--- src/rtl/spi_fsm.sv ---
`default_nettype none
// ============================================================================
// Module   : spi_fsm
// Brief    : SPI memory peripheral transaction controller. Sequences the
//            shared shift register, address latch and data memory over one
//            chip-select frame (address+R/W field, then one data field).
// Options  : SPI_FSM_ABORT_FLAG_EN adds a sticky 'aborted' status output.
// Revision : 1.0 - initial release
// ============================================================================
module spi_fsm #(
    parameter int WIDTH = 8
) (
    input  logic clk,
    input  logic reset,
    input  logic cs,
    input  logic sclkPosEdge,
    input  logic sclkNegEdge,
    input  logic rwBit,
    output logic addrWE,
    output logic srWE,
    output logic dmWE,
    output logic misoBufe,
    output logic busy
`ifdef SPI_FSM_ABORT_FLAG_EN
    ,
    output logic aborted
`endif
);

    localparam int CW = $clog2(WIDTH + 1);
    localparam logic [CW-1:0] FIELD_BITS = CW'(WIDTH);

    typedef enum logic [2:0] {
        IDLE        = 3'd0,
        GET_ADDR    = 3'd1,
        DECODE      = 3'd2,
        READ_LOAD   = 3'd3,
        READ_SHIFT  = 3'd4,
        WRITE_GET   = 3'd5,
        WRITE_STORE = 3'd6,
        DONE        = 3'd7
    } state_t;

    state_t          state;
    state_t          next_state;
    logic [CW-1:0]   bit_count;
    logic [CW-1:0]   next_count;
    logic [CW-1:0]   count_inc;
    logic            next_addr_we;
    logic            next_sr_we;
    logic            next_dm_we;
    logic            next_miso_bufe;
    logic            next_busy;

    assign count_inc = bit_count + CW'(1);

    // Next-state, bit counter and Moore output decode (outputs follow the state being entered)
    always_comb begin
        next_state = state;
        next_count = bit_count;

        case (state)
            IDLE: begin
                next_count = '0;
                if (!cs) begin
                    next_state = GET_ADDR;
                end
            end
            GET_ADDR: begin
                if (sclkPosEdge) begin
                    next_count = count_inc;
                    if (count_inc == FIELD_BITS) begin
                        next_state = DECODE;
                    end
                end
            end
            DECODE: begin
                next_count = '0;
                next_state = rwBit ? READ_LOAD : WRITE_GET;
            end
            READ_LOAD: begin
                // Rising edges here belong to the shift register's load cycle, not the counter
                next_state = READ_SHIFT;
            end
            READ_SHIFT: begin
                if (sclkNegEdge) begin
                    next_count = count_inc;
                    if (count_inc == FIELD_BITS) begin
                        next_state = DONE;
                    end
                end
            end
            WRITE_GET: begin
                if (sclkPosEdge) begin
                    next_count = count_inc;
                    if (count_inc == FIELD_BITS) begin
                        next_state = WRITE_STORE;
                    end
                end
            end
            WRITE_STORE: begin
                next_state = DONE;
            end
            DONE: begin
                next_state = DONE;
            end
            default: begin
                next_state = IDLE;
                next_count = '0;
            end
        endcase

        // Chip-select release overrides any coincident SCLK activity
        if ((state != IDLE) && cs) begin
            next_state = IDLE;
            next_count = '0;
        end

        next_addr_we   = (next_state == DECODE);
        next_sr_we     = (next_state == READ_LOAD);
        next_dm_we     = (next_state == WRITE_STORE);
        next_miso_bufe = (next_state == READ_SHIFT);
        next_busy      = (next_state != IDLE);
    end

    // State, counter and registered output update
    always_ff @(posedge clk) begin
        if (reset) begin
            state     <= IDLE;
            bit_count <= '0;
            addrWE    <= 1'b0;
            srWE      <= 1'b0;
            dmWE      <= 1'b0;
            misoBufe  <= 1'b0;
            busy      <= 1'b0;
        end else begin
            state     <= next_state;
            bit_count <= next_count;
            addrWE    <= next_addr_we;
            srWE      <= next_sr_we;
            dmWE      <= next_dm_we;
            misoBufe  <= next_miso_bufe;
            busy      <= next_busy;
        end
    end

`ifdef SPI_FSM_ABORT_FLAG_EN
    logic abort_now;

    // A frame is aborted when cs rises before the controller reached DONE
    assign abort_now = cs && (state != IDLE) && (state != DONE);

    // Sticky abort flag, cleared when the next frame starts
    always_ff @(posedge clk) begin
        if (reset) begin
            aborted <= 1'b0;
        end else if (abort_now) begin
            aborted <= 1'b1;
        end else if ((state == IDLE) && !cs) begin
            aborted <= 1'b0;
        end
    end
`endif

endmodule
`default_nettype wire

--- config.mk ---
export PLATFORM = sky130hd
export DESIGN_NAME = spi_fsm
export DESIGN_NICKNAME = d
export VERILOG_FILES = /design/src/rtl/spi_fsm.sv
export SDC_FILE = /design/constraint.sdc
export NUM_CORES = 1
export LEC_CHECK = 0
export CAP_MARGIN = 20
export CORE_MARGIN = 2
export CORE_UTILIZATION = 40
export DETAILED_ROUTE_END_ITERATION = 7
export GPL_TIMING_DRIVEN = 0
export PLACE_DENSITY_LB_ADDON = 0.08
export SLEW_MARGIN = 20
export SYNTH_ARGS = -nofsm -noshare
export SYNTH_HDL_FRONTEND = slang
export SYNTH_SLANG_ARGS = --single-unit
--- constraint.sdc ---
create_clock -name clk -period 1.6 [get_ports clk]
set_clock_uncertainty 0.15 [all_clocks]
set_input_delay 0.16 -clock clk [delete_from_list [all_inputs] [get_ports clk]]
set_output_delay 0.16 -clock clk [all_outputs]
set_load 0.005 [all_outputs]
==> results by stage, run 1 <==
Timing:
- The fmax is 0.645 GHz.
- The slew at the pin with the worst max-slew slack is 0.399 ns.
- The number of max-slew violations in the final report is 0.
- The worst pin sits at a relative slew slack of 72.6%.
- The final-report hold violation count came to 0.
- Setup repair after global routing could not meet its margin everywhere.
- Setup violations remaining at the end of the flow were counted as 0.
- The clock period minus final worst setup slack is 1.55 ns.
- The tightest hold margin is 0.335 ns.
- Dividing the final minimum period by the clock period gives 96.9%.

Critical path:
- The worst flop-to-flop path startpoint is state[0]$_SDFF_PP0_.
- The setup slack of the worst register-to-register path is 0.05 ns.
- The type of element launching the critical path is a flip-flop.
- Data on the critical path arrives at its endpoint at 1.55 ns.
- The endpoint type of the worst setup path is a flip-flop.
- In this run the critical register-to-register path is captured at misoBufe$_SDFF_PP0_.
- The type of the setup path with the least slack is flip-flop to flip-flop.
- The data required time at the worst endpoint is 1.60 ns.
- Counting cells, the worst reg-to-reg path comes to 5.
- The top fanout value on the critical path is 10.

Routing:
- The total wire length is 1.19 mm.
- Across all layers, the routed design uses 513 vias.
- The count of nets left with antenna violations once routing finished came out at 0.
- The count of unresolved DRC violations after routing is 0.
- The number of DRC markers after the initial detailed-route iteration is 9.
- In the routed layout, each cell is associated on average with a via count of 5.29.
- The average detailed-routed wire length per instance is 12.3 um.
- Before antenna repair, the detailed router went through 4 iterations.

Layout:
- 0 antenna diodes ended up in the layout.
- The number of filler instances in the final layout is 142.
- Of the cells placed in the final design, the portion with a size suffix greater than 1 is 24.7%.
- The layout-stage area growth over the synthesis result is 29.0%.
- The number of nets in the layout is 90.

Clock network:
- Clock tree synthesis found a total of 12 sinks.
- In this run the number of H-tree levels came out at 1.
- Buffers inserted during clock tree synthesis total 3.
- The clock latency reported for the late side of the worst-skew pair is 0.26 ns.
- The clock tree root buffer cell is sky130_fd_sc_hd__clkbuf_4.
- After clock tree synthesis, the clock-pin slew on the worst setup and hold paths is 0.07 ns.
- The maximum number of buffers from clock root to sink is 2.
- TritonCTS built the clock tree.

Synth:
- The count of yosys warnings during synthesis is 0.
- The post-synthesis sequential element count is 12.
- After synthesis, the netlist uses 32 different library cells.
- The net count after synthesis is 73.
- Each instance of the synthesized netlist takes up on average 9.48 um2.
- After synthesis the cells add up to 626 um2.
- The sequential share of the synthesized area is 38.4%.
- The number of instances in the synthesized netlist is 66.

Global route:
- The number of global-route vias before repair is 489.
- The remaining global-route overflow is 0.
- Across every metal layer, demand over resource in global routing totals 15.2%.
- The wire length of the first global-routing pass is 2.13 mm.
- The maximum number of pins on one net before global-route repair is 11.
- The number of antenna violations at the first check in global routing is 0.

Floorplanning:
- The die covers 0.00190 mm2.
- The initial core utilization is 42.0%.
- The core outline area is 0.00149 mm2.
- In this run the count of I/O pins placed on the die edge is 11.
- The number of core rows is 14.
- From left edge to right edge, the die measures 43.5 um.
- The die height is 43.5 um.

Power:
- The power per cell area is 657 mW/mm2.
- Net switching is 22.3% of the power.
- In this run, the combinational gates consume 8.9% of the power.
- The share of total power dissipated in sequential elements is 57.6%.
- The clock network accounts for 33.5% of the total power.
- The analysis attributes to cell leakage a power of 0.297 nW.
- IR analysis of the VDD net gives a maximum drop of 0.000357 V.
- The switching power of the nets is 0.118 mW.
- Overall power consumption after layout is estimated at 0.530 mW.
- The cell-internal power is 0.412 mW.

Worst hold path:
- The instance count along the most critical hold path is 2.
- The path with the worst hold slack has its endpoint at state[2]$_SDFF_PP0_.
- The class of the tightest hold or removal check is input pin to flip-flop.
- The start point of the worst min-delay path is reset.

Status:
- The flow ran to the end, and the final reports show no timing, DRC or antenna violations.

Flow run:
- Across the run, the number of max-cap violations was 0.

Placement:
- The number of port buffers is 10.
- The congestion estimate from routability-driven global placement came to 0.787.
- The HPWL after detailed placement is 881 um.
-- through the flow --
stage	setup slack (ns)	setup TNS (ns)	instances	util [%]	cell area, um2
5_1_grt	-0.0339	-0.0426	97	54.2	807
4_1_cts	0.0179	0	95	51.9	773
6_report	0.0495	0	97	54.2	807
2_1_floorplan	0.0668	0	66	-	626
3_5_place_dp	-0.168	-0.390	92	50.1	746
3_3_place_gp	-0.178	-0.443	92	50.1	746
-- sequential cells by signal, indices dropped and copies added (netlist names) --
| register | cells |
|---|---|
| state | 3 |
| dmWE | 1 |
| misoBufe | 1 |
| addrWE | 1 |
| bit_count | 4 |
| busy | 1 |
| srWE | 1 |
-- kinds of logic (layout without fill, tap and decap cells) --
family,count (synthesis),count (layout),synth area share (%)
adders and majority gates,1,1,2.00
muxes,1,1,1.60
DFF,12,12,38.4
xor gates and xnor gates,2,2,2.80
buffers and inverters,7,22,5.80
and+or+nand+nor,27,27,30.0
AOI/OAI and AO/OA,16,16,19.4
-- area by class of cell --
type | count | area (um2) | share of cell area, %
multi-input combinational | 47 | 368 | 45.6
buffer | 3 | 21.3 | 2.64
tap | 16 | 20.0 | 2.48
timing repair buffer | 12 | 115 | 14.3
inverter | 4 | 15.0 | 1.86
clock buffer | 3 | 22.5 | 2.79
sequential | 12 | 245 | 30.4
-- power by group through the flow --
stage | Clock (mW) | Sequential, mW | Combinational, mW
4_1_cts | 0.191 | 0.304 | 0.0472
5_1_grt | 0.202 | 0.306 | 0.0530
3_5_place_dp | 0 | 0.312 | 0.0470
2_1_floorplan | 0 | 0.312 | 0.0241
6_report | 0.177 | 0.305 | 0.0474
3_3_place_gp | 0 | 0.312 | 0.0466
-- worst max-delay path by stage --
| stage | startpoint | end | slack, ns | cells after the start |
|---|---|---|---|---|
| after detailed placement | sclkNegEdge | misoBufe$_SDFF_PP0_ | -0.17 | 5 |
| after global routing | bit_count[0]$_SDFFE_PP0P_ | dmWE$_SDFF_PP0_ | -0.03 | 4 |
| after CTS | bit_count[0]$_SDFFE_PP0P_ | addrWE$_SDFF_PP0_ | 0.02 | 5 |
| after global placement | sclkNegEdge | misoBufe$_SDFF_PP0_ | -0.18 | 5 |
| after floorplan | bit_count[0]$_SDFFE_PP0P_ | dmWE$_SDFF_PP0_ | 0.07 | 5 |
| final | state[0]$_SDFF_PP0_ | misoBufe$_SDFF_PP0_ | 0.05 | 5 |
-- per-layer routing --
layer | track usage (%) | vias to the layer above | share of wire, %
met3 | 6.67 | 2 | 4.2
met5 | 0 | - | 0
met4 | 5.45 | 0 | 1.2
met1 | 18.9 | 234 | 51
li1 | - | 269 | -
met2 | 23.2 | 8 | 43
-- critical path, stage by stage (launching register included) --
cell,delay [ns]
sky130_fd_sc_hd__dfxtp_1,0.32
sky130_fd_sc_hd__buf_6,0.14
sky130_fd_sc_hd__nand3b_1,0.16
sky130_fd_sc_hd__a21oi_2,0.16
sky130_fd_sc_hd__a22oi_2,0.14
sky130_fd_sc_hd__o311a_1,0.36
-- repair_timing --
action,CTS,global route
setup endpoints to repair,3,3
buffers inserted,0,2
pin swaps,0,3
hold buffers,0,0
resized for setup,3,4
-- cells in the mapped netlist, drive strengths merged --
library cell	n	area (um2)
buf	2	16.3
o22ai	1	6.26
ha	1	12.5
nand3	3	20.0
a2111o	1	11.3
nand3b	2	15.0
nor4bb	1	25.0
mux2i	1	10.0
o311a	1	10.0
nand2	6	22.5
o221ai	1	8.76
nor2	6	22.5
nor4	1	6.26
a2bb2oi	1	8.76
nand2b	2	12.5
a21bo	1	10.0
o21a	1	7.51
inv	4	15.0
nor4b	2	38.8
dfxtp	12	240
a21oi	5	28.8
clkbuf	1	5.00
a22oi	1	12.5
o21ai	2	10.0
a211oi	1	7.51
xnor2	2	17.5
nor3b	2	15.0
nor3	2	10.0
-- cells in the final DEF, fill, tap and decap left out, drive strengths merged, types with 2 or more instances in the layout --
| master | n |
|---|---|
| buf | 4 |
| nor3b | 2 |
| nand2b | 2 |
| nor2 | 6 |
| nand2 | 6 |
| clkbuf | 4 |
| nor3 | 2 |
| inv | 4 |
| dfxtp | 12 |
| o21ai | 2 |
| xnor2 | 2 |
| clkdlybuf4s50 | 10 |
| nor4b | 2 |
| nand3b | 2 |
| a21oi | 5 |
| nand3 | 3 |
Note: power is estimated with default switching activity, not from simulation.
==> inputs of run 2 (changes only) <==
--- a/config.mk
+++ b/config.mk
@@ -10,7 +10,8 @@
 export CORE_UTILIZATION = 40
 export DETAILED_ROUTE_END_ITERATION = 7
 export GPL_TIMING_DRIVEN = 0
-export PLACE_DENSITY_LB_ADDON = 0.08
+export MAX_ROUTING_LAYER = met4
+export PLACE_DENSITY = 0.72
 export SLEW_MARGIN = 20
 export SYNTH_ARGS = -nofsm -noshare
 export SYNTH_HDL_FRONTEND = slang
==> run 2 against run 1 <==
Utilization stayed put. Critical path depth did not move. Non-clock buffer count decreased by 1. Critical path type unchanged. Cell count is 1.0% lower. Design area unchanged. Flip-flop and latch count stayed put. Clock-buffer cell count unchanged. Routed wire length increased by 3.6%. First-iteration DRC count rose by 11%. Combinational power grew 2%. Maximum frequency fell by 1.3%. Sequential power hardly changed.
==> results by stage, run 2 (same netlist as run 1, synthesis figures left out) <==
Status:
- The flow ran to the end, and the final reports show no timing, DRC or antenna violations.

Worst hold path:
- The start point of the worst min-delay path is reset.
- The hold-critical path endpoint is state[2]$_SDFF_PP0_.
- The tightest min-delay check is of the input pin to flip-flop type.
- Counting instances, the worst hold path has a depth of 2.

Global route:
- The maximum number of pins on one net before global-route repair is 11.
- For this run, global-route usage on met3 was measured as 3.75%.
- Summed over all layers, the global routing overflow is 0.
- The number of antenna violations at the first check in global routing is 0.
- The number of global-route vias before repair is 481.
- The overall routing resource usage is 14.5%.
- The first global-routing pass estimated 1.98 mm of wire.
- Global routing used 22.9% of the available met2 tracks.
- Global routing consumed, on the met1 layer, 16.8% of the routing resources.
- The most crowded layer after global routing is met2.

Critical path:
- Of all nets on the critical path, the largest fanout is 10.
- Traced cell by cell, the critical path runs through clkbuf_2 > nand2_1 > a2bb2oi_1 > nand3_4 > nor4_1.
- Counting both buffers and inverters, the worst setup path holds a total of 1.
- The critical path is of the flip-flop to flip-flop type.
- The endpoint type of the worst setup path is a flip-flop.
- The data required time at the worst endpoint is 1.62 ns.
- The endpoint identified for the worst register-to-register timing path is srWE$_SDFF_PP0_.
- The critical path starts at state[1]$_SDFF_PP0_.
- The slowest stage of the critical path belongs to the cell sky130_fd_sc_hd__dfxtp_1.
- The arrival time at the worst endpoint is 1.59 ns.
- The setup slack of the worst register-to-register path is 0.03 ns.
- Grouping stages by cell kind, the critical path spends the most delay in simple AND/OR/NAND/NOR gates.
- The delay of the slowest cell on the worst path is 0.34 ns.
- The worst setup path is launched from a flip-flop.
- The worst flop-to-flop path startpoint is state[1]$_SDFF_PP0_.
- The worst reg-to-reg path cell count is 5.

Floorplanning:
- The number of top-level design ports is 11.
- In this run the horizontal extent of the chip is 43.5 um.
- From bottom edge to top edge, the die measures 43.5 um.
- The die covers 0.00190 mm2.
- The core outline area is 0.00149 mm2.
- The initialized floorplan defines 14 standard-cell rows.
- For this configuration, the core starts out at a cell density of 42.0%.

Clock network:
- The CTS sink count is 12.
- Clock-pin slew was measured on the worst setup and hold paths at 0.07 ns.
- The later pin in the worst-skew pair is clocked with a latency of 0.27 ns.
- The number of buffers inserted by hold repair at cts is 0.
- Counting along the longest clock path gives a buffer depth of 2.
- The total number of H-tree levels is 1.
- TritonCTS built the clock tree.
- In this run, CTS created clock tree buffers numbering 3.
- The clock tree root buffer cell is sky130_fd_sc_hd__clkbuf_4.

Timing:
- The relative slew slack is 70.7%.
- For the finished layout, the period the worst path requires is 1.57 ns.
- The slack of the critical path is 0.0293 ns.
- Dividing the final minimum period by the clock period gives 98.2%.
- The number of max-slew violations in the final report is 0.
- The tightest hold margin is 0.330 ns.
- Timing would allow up to 0.637 GHz.
- The final-report hold violation count is 0.
- Setup repair after global routing could not meet its margin everywhere.
- At the pin with the least slew margin, the transition time is 0.439 ns.
- Setup violations remaining at the end of the flow were counted as 0.

Power:
- The power per cell area is 661 mW/mm2.
- Across the VDD grid, the largest voltage drop is 0.000379 V.
- The leakage power summed over all cells is 0.294 nW.

Layout:
- The number of diodes added for antenna fixing is 0.
- The final core area utilization is 54.2%.
- Cells with a size suffix above 1 make up 23.8% of the layout.
- The layout has 140 filler cells.
- The number of nets in the layout is 89.
- The register ranked first by flip-flop count is bit_count.
- The register with the most flip-flops in the layout has 4 of them.
- The largest registers in the layout are bit_count: 4 flops, state: 3 flops.
- Relative to the synthesized area, the layout overhead comes to 29.0%.
- The library cells used most frequently in the layout, excluding fill and tap cells, are sky130_fd_sc_hd__dfxtp_1, sky130_fd_sc_hd__clkdlybuf4s50_1, sky130_fd_sc_hd__nand2_1, sky130_fd_sc_hd__nor2_1, sky130_fd_sc_hd__inv_1.

Routing:
- Dividing the detail-routed wire length by the instance count gives 12.8 um.
- For this run, design rule violations remaining after detail routing come to 0.
- After the first detailed-routing iteration, the DRC count stood at 10.
- The via count normalized by instance count is 5.49.
- The count of nets left with antenna violations once routing finished came out at 0.
- The final layout contains routed wiring with a total length of 1.23 mm.
- The first detailed-routing pass ran for 3 iterations.
- The routed via count is 527.

Placement:
- Prior to clock tree synthesis, the placed netlist has a worst setup slack of -0.173 ns.
- The HPWL after detailed placement is 888 um.
- Input and output buffers added on the ports amount to 10.
- The final RePlAce weighted congestion is 0.804.

Flow run:
- Across the run, the number of max-cap violations was 0.
## run 2: changes by cell type in the layout (fill, tap and decap cells not counted)
cell	delta
sky130_fd_sc_hd__buf_4	-1
sky130_fd_sc_hd__nand3_4	+1
sky130_fd_sc_hd__nand3_2	-1
## run 2: power by group
| part | total, mW | switching, mW | leakage [nW] | internal (mW) |
|---|---|---|---|---|
| Combinational | 0.0482 | 0.0237 | 0.182 | 0.0245 |
| Sequential | 0.305 | 0.00358 | 0.0985 | 0.301 |
| Clock | 0.180 | 0.0932 | 0.0138 | 0.0869 |
## run 2: through the flow
step	std cells	TNS [ns]	total power [mW]	area, um2
global placement	92	-0.307	0.358	746
global route	96	-0.134	0.556	807
floorplan	66	0	0.336	626
CTS	95	0	0.531	773
finish	96	0	0.533	807
detailed placement	92	-0.459	0.359	746
## run 2: worst max-delay path by stage
| stage | to | cells past startpoint |
|---|---|---|
| after floorplan | dmWE$_SDFF_PP0_ | 5 |
| after global routing | srWE$_SDFF_PP0_ | 5 |
| after CTS | addrWE$_SDFF_PP0_ | 5 |
| final | srWE$_SDFF_PP0_ | 5 |
| after global placement | misoBufe$_SDFF_PP0_ | 5 |
| after detailed placement | misoBufe$_SDFF_PP0_ | 5 |
## run 2: layer usage
layer / up-vias / wire length, um / share of wire [%]
met5: - / 0 / 0
li1: 269 / - / -
met4: 0 / 9 / 0.73
met3: 2 / 44 / 3.6
met1: 246 / 568 / 46
met2: 10 / 609 / 49
## run 2: what timing repair did
| item | CTS | global route |
|---|---|---|
| pin swaps | 0 | 4 |
| setup endpoints to repair | 5 | 4 |
| setup buffers | 0 | 1 |
| gates resized for setup | 3 | 5 |
## run 2: final cells by class
type | instances | area, um2 | share of cell area, %
plain buffers | 3 | 21.3 | 2.64
clock buffers | 3 | 22.5 | 2.79
inverters | 4 | 15.0 | 1.86
multi-input cells | 47 | 375 | 46.5
flip-flops and latches | 12 | 245 | 30.4
well taps | 16 | 20.0 | 2.48
repair buffers | 11 | 108 | 13.3
## run 2: worst register-to-register path, delay by kind of cell, from the launching register on
| kind | cells | cell delay (ns) |
|---|---|---|
| flip-flops | 1 | 0.34 |
| AO/OA/AOI/OAI | 1 | 0.26 |
| buffers and inverters | 1 | 0.20 |
| AND/OR/NAND/NOR | 3 | 0.53 |
